===== src/rtl/fir_mac_seq.sv =====
// fir_mac_seq: time-multiplexed single-MAC FIR filter with writable taps,
// round-half-up output scaling and saturation.
module fir_mac_seq #(
    parameter int NTAPS = 17,
    parameter int DW    = 8,
    parameter int CW    = 8,
    parameter int OW    = 8,
    parameter int SHIFT = 7
) (
    input  logic                       clk,
    input  logic                       rst,
    input  logic signed [DW-1:0]       data_i,
    input  logic                       valid_i,
    output logic                       ready_o,
    input  logic                       coef_we,
    input  logic [$clog2(NTAPS)-1:0]   coef_addr,
    input  logic signed [CW-1:0]       coef_i,
    output logic signed [OW-1:0]       data_o,
    output logic                       valid_o,
    output logic                       sat_o,
    output logic                       drop_o
);
    localparam int AW   = $clog2(NTAPS);
    localparam int AccW = DW + CW + AW;
    localparam int RS   = (SHIFT > 0) ? SHIFT - 1 : 0;
    localparam logic signed [AccW:0] RND  = (SHIFT > 0) ? (AccW + 1)'(1) << RS : '0;
    localparam logic signed [AccW:0] OMAX = {{(AccW + 2 - OW){1'b0}}, {(OW - 1){1'b1}}};
    localparam logic signed [AccW:0] OMIN = ~OMAX;

    typedef enum logic [1:0] {IDLE, MAC, DONE} state_t;

    state_t                 state_q, state_d;
    logic signed [DW-1:0]   x_q [NTAPS];
    logic signed [DW-1:0]   x_d [NTAPS];
    logic signed [CW-1:0]   c_q [NTAPS];
    logic signed [CW-1:0]   c_d [NTAPS];
    logic signed [AccW-1:0] acc_q, acc_d;
    logic [AW-1:0]          k_q, k_d;
    logic signed [OW-1:0]   data_q, data_d;
    logic                   valid_q, valid_d, sat_q, sat_d, drop_q, drop_d;
    logic signed [DW+CW-1:0] prod;
    logic signed [AccW:0]   rnd;

    assign ready_o = (state_q == IDLE);
    assign data_o  = data_q;
    assign valid_o = valid_q;
    assign sat_o   = sat_q;
    assign drop_o  = drop_q;

    always_comb begin
        state_d = state_q;
        x_d     = x_q;
        c_d     = c_q;
        acc_d   = acc_q;
        k_d     = k_q;
        data_d  = data_q;
        sat_d   = sat_q;
        valid_d = 1'b0;
        drop_d  = valid_i && (state_q != IDLE);
        prod    = x_q[k_q] * c_q[k_q];
        // one extra bit keeps the rounding add from wrapping at full-scale acc
        rnd     = ($signed({acc_q[AccW-1], acc_q}) + RND) >>> SHIFT;
        if (state_q == IDLE && coef_we && 32'(coef_addr) < NTAPS)
            c_d[coef_addr] = coef_i;
        case (state_q)
            IDLE: if (valid_i) begin
                x_d[0] = data_i;
                for (int i = 1; i < NTAPS; i++) x_d[i] = x_q[i-1];
                acc_d   = '0;
                k_d     = '0;
                state_d = MAC;
            end
            MAC: begin
                acc_d = acc_q + {{AW{prod[DW+CW-1]}}, prod};
                k_d   = k_q + 1'b1;
                if (32'(k_q) == NTAPS - 1) state_d = DONE;
            end
            DONE: begin
                valid_d = 1'b1;
                sat_d   = (rnd > OMAX) || (rnd < OMIN);
                data_d  = (rnd > OMAX) ? OMAX[OW-1:0] : (rnd < OMIN) ? OMIN[OW-1:0] : rnd[OW-1:0];
                state_d = IDLE;
            end
            default: state_d = IDLE;
        endcase
    end

    always_ff @(posedge clk or negedge rst) begin
        if (!rst) begin
            state_q <= IDLE;
            x_q     <= '{default: '0};
            c_q     <= '{default: '0};
            acc_q   <= '0;
            k_q     <= '0;
            data_q  <= '0;
            valid_q <= 1'b0;
            sat_q   <= 1'b0;
            drop_q  <= 1'b0;
        end else begin
            state_q <= state_d;
            x_q     <= x_d;
            c_q     <= c_d;
            acc_q   <= acc_d;
            k_q     <= k_d;
            data_q  <= data_d;
            valid_q <= valid_d;
            sat_q   <= sat_d;
            drop_q  <= drop_d;
        end
    end
endmodule


===== config.mk =====
export PLATFORM = sky130hd
export DESIGN_NAME = fir_mac_seq
export DESIGN_NICKNAME = d
export VERILOG_FILES = /design/src/rtl/fir_mac_seq.sv
export SDC_FILE = /design/constraint.sdc
export NUM_CORES = 1
export LEC_CHECK = 0
export BUFFER_PORTS_ARGS = -buffer_cell sky130_fd_sc_hd__buf_2
export CAP_MARGIN = 25
export CORE_MARGIN = 3
export CORE_UTILIZATION = 50
export CTS_CLUSTER_DIAMETER = 100
export DETAILED_ROUTE_END_ITERATION = 7
export PLACE_DENSITY_LB_ADDON = 0.05
export SLEW_MARGIN = 40
export SYNTH_ARGS = -nofsm -noshare
export SYNTH_HDL_FRONTEND = slang
export SYNTH_SLANG_ARGS = --single-unit

===== constraint.sdc =====
create_clock -name clk -period 8.3 [get_ports clk]
set_input_delay 1.245 -clock clk [delete_from_list [all_inputs] [get_ports clk]]
set_output_delay 1.245 -clock clk [all_outputs]
set_load 0.01 [all_outputs]

# Word level (Yosys, flattened, before mapping)
# Cells that the tools add are included.
# totals
register_bits,311
# op_classes
magnitude_cmp,6
mul,1
bitwise,2
n_reduce_logical,11
muxes,19
n_addsub,3
eq_ne,5
# op_table
cell,n
136-bit bitwise mux,1
8-bit binary-select mux with 5-bit select,2
8-bit two-way mux,7
21-bit one-hot mux with 2 select lines,1
8-bit demux with 5-bit select,1
21-bit by 8-bit adder with 22-bit output (second input constant),1
21-bit adder,1
21-bit two-way mux,1
8-bit by 8-bit multiplier with 16-bit output,1
15-bit by 8-bit greater-than comparator with 1-bit output (second input constant),1
15-bit by 8-bit less-than comparator with 1-bit output (second input constant),1
6-bit >= comparator (second input constant),2
5-bit NOT with 6-bit output,2
5-bit one-hot mux with 2 select lines,1
6-bit by 1-bit less-than comparator with 1-bit output (second input constant),1
2-bit AND reduction,3
5-bit by 1-bit adder with 5-bit output (second input constant),1
5-bit equality test (second input constant),1
5-bit less-than comparator (second input constant),1
5-bit two-way mux,1
1-bit logical AND,4
2-bit two-way mux,2
2-bit inequality test (second input constant),2
2-bit one-hot mux with 2 select lines,1
6 further kinds,7

# Logic depth before layout (Yosys ltp)
# logic_depth
word_depth,7
ltp_mapped,35
depth_no_buf,33

# Worst setup path before layout
# Ideal clock, no wire load.
# synth_timing
path_kind,reg2reg
start,reg k_q[0]
end,reg acc_q[20]
n_path_buf,3
setup_time_ns,0.086
arrival_ns,7.589
setup_slack_ns,0.625
required_time_ns,8.214
stages_incl_launch_ff,32
cell_sequence,dfrtp_1 -> buf_2 -> buf_2 -> mux4_2 -> mux4_2 -> a22oi_4 -> or2_1 -> inv_1 -> fa_1 -> inv_1 -> fa_1 -> inv_1 -> fa_1 -> inv_1 -> fa_1 -> inv_1 -> ha_1 -> nor3_1 -> nor2_1 -> a31o_2 -> a21oi_1 -> xnor2_1 -> ha_1 -> clkbuf_1 -> inv_1 -> nor2_1 -> o21ai_0 -> a21o_1 -> a311oi_2 -> nand3_1 -> and4b_1 -> nor3_1
# synth_via
elab_chain_cells,7
word_cells_on_any_way,10
# synth_rtl
element,line_no,text
from (decl),38,"logic [AW-1:0] k_q, k_d;"
from (signal assigned),104,k_q <= k_d;
5-bit NOT with 6-bit output (not written as such) *,60,prod = x_q[k_q] * c_q[k_q];
8-bit binary-select mux with 5-bit select,60,
8-bit two-way mux (not written as such) (2 in a row),60,
8-bit by 8-bit multiplier with 16-bit output *,60,
21-bit adder *,74,"acc_d = acc_q + {{AW{prod[DW+CW-1]}}, prod};"
21-bit one-hot mux with 2 select lines *,65,case (state_q)
to (signal assigned),93,acc_q <= '0;
to (signal assigned),103,acc_q <= acc_d;
to (decl),37,"logic signed [AccW-1:0] acc_q, acc_d;"
# Every way passes the cells marked *; elsewhere a longest branch is shown, timed or not. The select of a mux whose other input is x is not followed.
# A chain may end at the register's enable or synchronous reset.

# Final worst setup path
# Same ends and word-level chain as after synthesis.

==> flow_results.xml <==
<?xml version="1.0" encoding="UTF-8"?>
<metrics>
  <group name="worst_setup_path">
    <metric name="cpMaxStageDelayCell" unit="">sky130_fd_sc_hd__dfrtp_4</metric>
    <metric name="data_arrival_time_of_the_critical_path" unit="ns">8.37</metric>
    <metric name="cp_slowest_stage_delay" unit="ns">0.53</metric>
    <metric name="worstSetupPathType" unit="">reg2reg</metric>
    <metric name="crit-reg2reg-capture" unit="">acc_q[20]</metric>
    <metric name="regToRegStartpoint" unit="">k_q[0]</metric>
    <metric name="endpoint_kind" unit="">flop</metric>
    <metric name="timing.critical_path.fanout_max" unit="">18</metric>
    <metric name="r2r_cells" unit="">33</metric>
    <metric name="timing.reg2reg.setup_slack" unit="ns">0.37</metric>
    <metric name="cp.required" unit="ns">8.75</metric>
    <metric name="worst_setup_path_start_kind" unit="">flop</metric>
  </group>
  <group name="clocking">
    <metric name="cts_buffer_depth" unit="">3</metric>
    <metric name="clkLatencyLatePin" unit="ns">0.53</metric>
    <metric name="cts-buffers-inserted" unit="">37</metric>
    <metric name="ctsHoldBuffers" unit="">0</metric>
    <metric name="ctsRootBufferMaster" unit="">sky130_fd_sc_hd__clkbuf_16</metric>
    <metric name="htree_levels" unit="">2</metric>
    <metric name="numClockSinks" unit="">311</metric>
    <metric name="cts_tree" unit="">built</metric>
    <metric name="clkTransAtPathRegs" unit="ns">0.06</metric>
  </group>
  <group name="finish">
    <metric name="insertedDiodeCount" unit="">0</metric>
    <metric name="regArea" unit="sq um">7790</metric>
    <metric name="layout.cells.non_filler" unit="">2149</metric>
    <metric name="nNetsFinal" unit="">1801</metric>
    <metric name="multi_input_area" unit="sq um">9130</metric>
    <metric name="area.growth.synth_to_final" unit="%">13.0</metric>
    <metric name="post_route_cells_drive_above_1_share" unit="%">24.0</metric>
    <metric name="filler_cell_count" unit="">2937</metric>
  </group>
  <group name="sta">
    <metric name="finalSetupViolations" unit="">0</metric>
    <metric name="slew_viol_final" unit="">0</metric>
    <metric name="rsz_0062_raised_after_global_routing" unit="">no</metric>
    <metric name="post-route-period-util" unit="%">95.5</metric>
    <metric name="timing.final.crit_period" unit="ns">7.93</metric>
    <metric name="hold_viol" unit="">0</metric>
    <metric name="slew-limit-headroom" unit="%">41.8</metric>
    <metric name="min_hold_slack" unit="ns">0.487</metric>
    <metric name="maxClockFrequency" unit="MHz">126</metric>
    <metric name="fin_tns_setup" unit="ns">0</metric>
    <metric name="timing_worst_slew_pin_value" unit="ns">0.851</metric>
    <metric name="clk_skew" unit="ns">0.0132</metric>
  </group>
  <group name="power_and_ir_drop">
    <metric name="logic_gate_share_of_total_power" unit="%">36.5</metric>
    <metric name="clkPwrFrac" unit="%">28.3</metric>
    <metric name="static-leakage-power" unit="nW">9.77</metric>
    <metric name="switching_share" unit="%">35.6</metric>
    <metric name="net-switching-power" unit="mW">2.03</metric>
    <metric name="vdd.ir_drop.worst" unit="mV">0.185</metric>
    <metric name="cellPowerDensity" unit="nW/um^2">288</metric>
    <metric name="cell_internal_pwr" unit="mW">3.68</metric>
    <metric name="report.power.total" unit="mW">5.71</metric>
    <metric name="share_seq_of_total_power" unit="%">35.2</metric>
  </group>
  <group name="global_route">
    <metric name="grt_overflow_total" unit="">0</metric>
    <metric name="grt_pass1_vias" unit="">11800</metric>
    <metric name="grt_start_max_net_pins" unit="">126</metric>
    <metric name="track_usage" unit="%">21.0</metric>
    <metric name="first_pass_grt_wire_length" unit="um">63900</metric>
    <metric name="grt_antenna_before_repair" unit="">1</metric>
  </group>
  <group name="yosys">
    <metric name="biggest_area_contributors_in_the_synthesized_netlist" unit="">sky130_fd_sc_hd__dfrtp_1 44%, sky130_fd_sc_hd__mux4_2 10%, sky130_fd_sc_hd__nand2_1 9.4%</metric>
    <metric name="yosys-top-cells-count" unit="">442 x sky130_fd_sc_hd__nand2_1, 311 x sky130_fd_sc_hd__dfrtp_1, 136 x sky130_fd_sc_hd__mux2_2, 103 x sky130_fd_sc_hd__inv_1, 81 x sky130_fd_sc_hd__nor2_1</metric>
    <metric name="postSynthCellCount" unit="">1612</metric>
    <metric name="synthesis.nets" unit="">1746</metric>
    <metric name="synth-warning-count" unit="">0</metric>
    <metric name="dominant_register_cell_in_the_synthesized_netlist" unit="">sky130_fd_sc_hd__dfrtp_1</metric>
    <metric name="async_set_reset_flop_share_out_of_synthesis" unit="%">100</metric>
    <metric name="netlist.area_leader.share" unit="%">44.3</metric>
    <metric name="area_leader_netlist" unit="">sky130_fd_sc_hd__dfrtp_1</metric>
    <metric name="post_synth_num_cell_types" unit="">61</metric>
    <metric name="sequential_area_share_after_synthesis" unit="%">44.3</metric>
    <metric name="average_cell_area_after_synthesis" unit="sq um">10.9</metric>
    <metric name="cell_area_after_synthesis" unit="sq um">17600</metric>
    <metric name="synth.ff_latch_count" unit="">311</metric>
    <metric name="post-synth-top-count-cell" unit="">sky130_fd_sc_hd__nand2_1</metric>
    <metric name="synth_edf_count" unit="">0</metric>
  </group>
  <group name="routing">
    <metric name="detailedRoute.firstIterationViolations" unit="">749</metric>
    <metric name="vias" unit="">11600</metric>
    <metric name="routed_wire_length_per_instance" unit="um">18.2</metric>
    <metric name="drt_first_pass_iters" unit="">5</metric>
    <metric name="totalWireLength" unit="um">39100</metric>
    <metric name="remaining_drc_errors" unit="">0</metric>
    <metric name="antenna_left" unit="">0</metric>
    <metric name="vias_per_cell" unit="">5.42</metric>
  </group>
  <group name="floorplan">
    <metric name="initial_cell_density_of_the_core" unit="%">50.7</metric>
    <metric name="die_w" unit="um">193</metric>
    <metric name="placementRows" unit="">68</metric>
    <metric name="dieArea" unit="sq um">37400</metric>
    <metric name="core" unit="sq um">34600</metric>
    <metric name="floorplan.die.height" unit="um">193</metric>
    <metric name="design.portCount" unit="">37</metric>
  </group>
  <group name="job">
    <metric name="drv_cap" unit="">0</metric>
  </group>
  <group name="hold_path">
    <metric name="end_point_of_the_worst_hold_path" unit="">x_q[66]</metric>
    <metric name="hp-class" unit="">reg2reg</metric>
    <metric name="hold_depth" unit="">2</metric>
    <metric name="hold_path_startpoint" unit="">x_q[74]</metric>
  </group>
  <group name="placement">
    <metric name="portBuffers" unit="">36</metric>
    <metric name="gp_routability_congestion" unit="">0.790</metric>
    <metric name="dp_hpwl" unit="um">26400</metric>
    <metric name="placed_cells" unit="">2057</metric>
  </group>
  <group name="run_status">
    <metric name="status" unit="">finished clean</metric>
  </group>
</metrics>
## state kept, by name (all words and copies together), names as in the netlist
register	count
acc_q	21
c_q	136
data_o	8
drop_o	1
k_q	5
sat_o	1
state_q	2
valid_o	1
x_q	136
## layout by cell type (no fill, tap or decap), drive strengths merged, types with 3 or more instances in the layout
cell    Yosys  layout
nand4       5       5
clkbuf     55      57
or3         3       3
a22oi      17      17
buf        21      91
nor3       12      12
mux4       80      80
nand2     446     446
or2        10      10
o21ai      37      37
nor4b       3       3
nand2b      3       3
o22a        7       7
inv       103     105
nor2b      10      10
and3        3       3
a31oi       5       5
dfrtp     311     311
clkinv      1       6
and2        3       3
o31ai       4       4
fa         56      56
mux2      136     136
o21a        6       6
a21o       11      11
nor2       81      81
o21bai      6       6
o211ai      3       3
a31o        3       3
ha         53      53
a21oi      21      21
xnor2      29      29
xor2       11      11
nor3b       4       4
nand3      33      33
## timing repair
action                     4_1_cts  5_1_grt
gates resized for setup          0        5
setup endpoints to repair        0        5
setup buffers                    0       26
## layer usage
| layer | GRT usage [%] | routed length, um | vias up |
|---|---|---|---|
| li1 | - | - | 5563 |
| met1 | 32.1 | 19200 | 5868 |
| met2 | 31.8 | 17700 | 158 |
| met3 | 3.22 | 1420 | 51 |
| met4 | 4.96 | 799 | 0 |
| met5 | 0 | 0 | - |
## worst max-delay path, delay by kind of cell, from the launching register on
kind	cells	cell delay [ns]
and+or+nand+nor	6	0.76
DFF	1	0.53
xor gates and xnor gates	1	0.23
AOI/OAI and AO/OA	11	1.87
buffers and inverters	7	0.78
adders and majority gates	6	2.66
muxes	2	0.98
## power groups by stage
| stage | Sequential (mW) | Clock (mW) | Combinational (mW) |
|---|---|---|---|
| 6_report | 2.01 | 1.62 | 2.09 |
| 5_1_grt | 2.05 | 1.72 | 2.32 |
| 4_1_cts | 2.06 | 1.66 | 1.94 |
| 3_5_place_dp | 2.08 | 0 | 1.94 |
| 3_3_place_gp | 2.08 | 0 | 1.90 |
| 2_1_floorplan | 1.94 | 0 | 1.48 |
## worst max-delay path by stage
stage	from	endpoint	slack [ns]	depth (start not counted)
global route	k_q[0]	acc_q[20]	0.02	29
finish	k_q[0]	acc_q[20]	0.37	33
CTS	k_q[0]	acc_q[20]	0.001	30
global placement	k_q[0]	acc_q[20]	0.19	30
detailed placement	k_q[0]	acc_q[20]	0.06	30
floorplan	k_q[0]	acc_q[20]	0.63	31
## cell type report
type,count,area share (%)
well taps,455,2.87
multi-input cells,1121,46.0
clock inverters,10,0.668
inverters,104,1.97
flip-flops and latches,311,39.2
repair buffers,92,3.83
clock buffers,56,5.43
## logic make-up (layout without fill, tap and decap cells)
group,after synthesis,in the layout,share of synthesized area [%]
AO/OA/AOI/OAI,133,133,5.94
adder cells (fa/ha/maj),109,109,10.2
flip-flops,311,311,44.3
AND/OR/NAND/NOR,621,621,14.5
multiplexers,218,218,19.1
buffers and inverters,180,262,4.02
XOR/XNOR,40,40,1.99
## through the flow
step                      cell area (sq um)  worst slack [ns]  util (%)
after floorplan                       17600             0.625         -
after global placement                18300             0.186      52.9
after detailed placement              18400            0.0628      53.0
after CTS                             19600           0.00101      56.5
after global routing                  19900            0.0159      57.3
final                                 19900             0.374      57.3
Note: power is estimated with default switching activity, not from simulation.
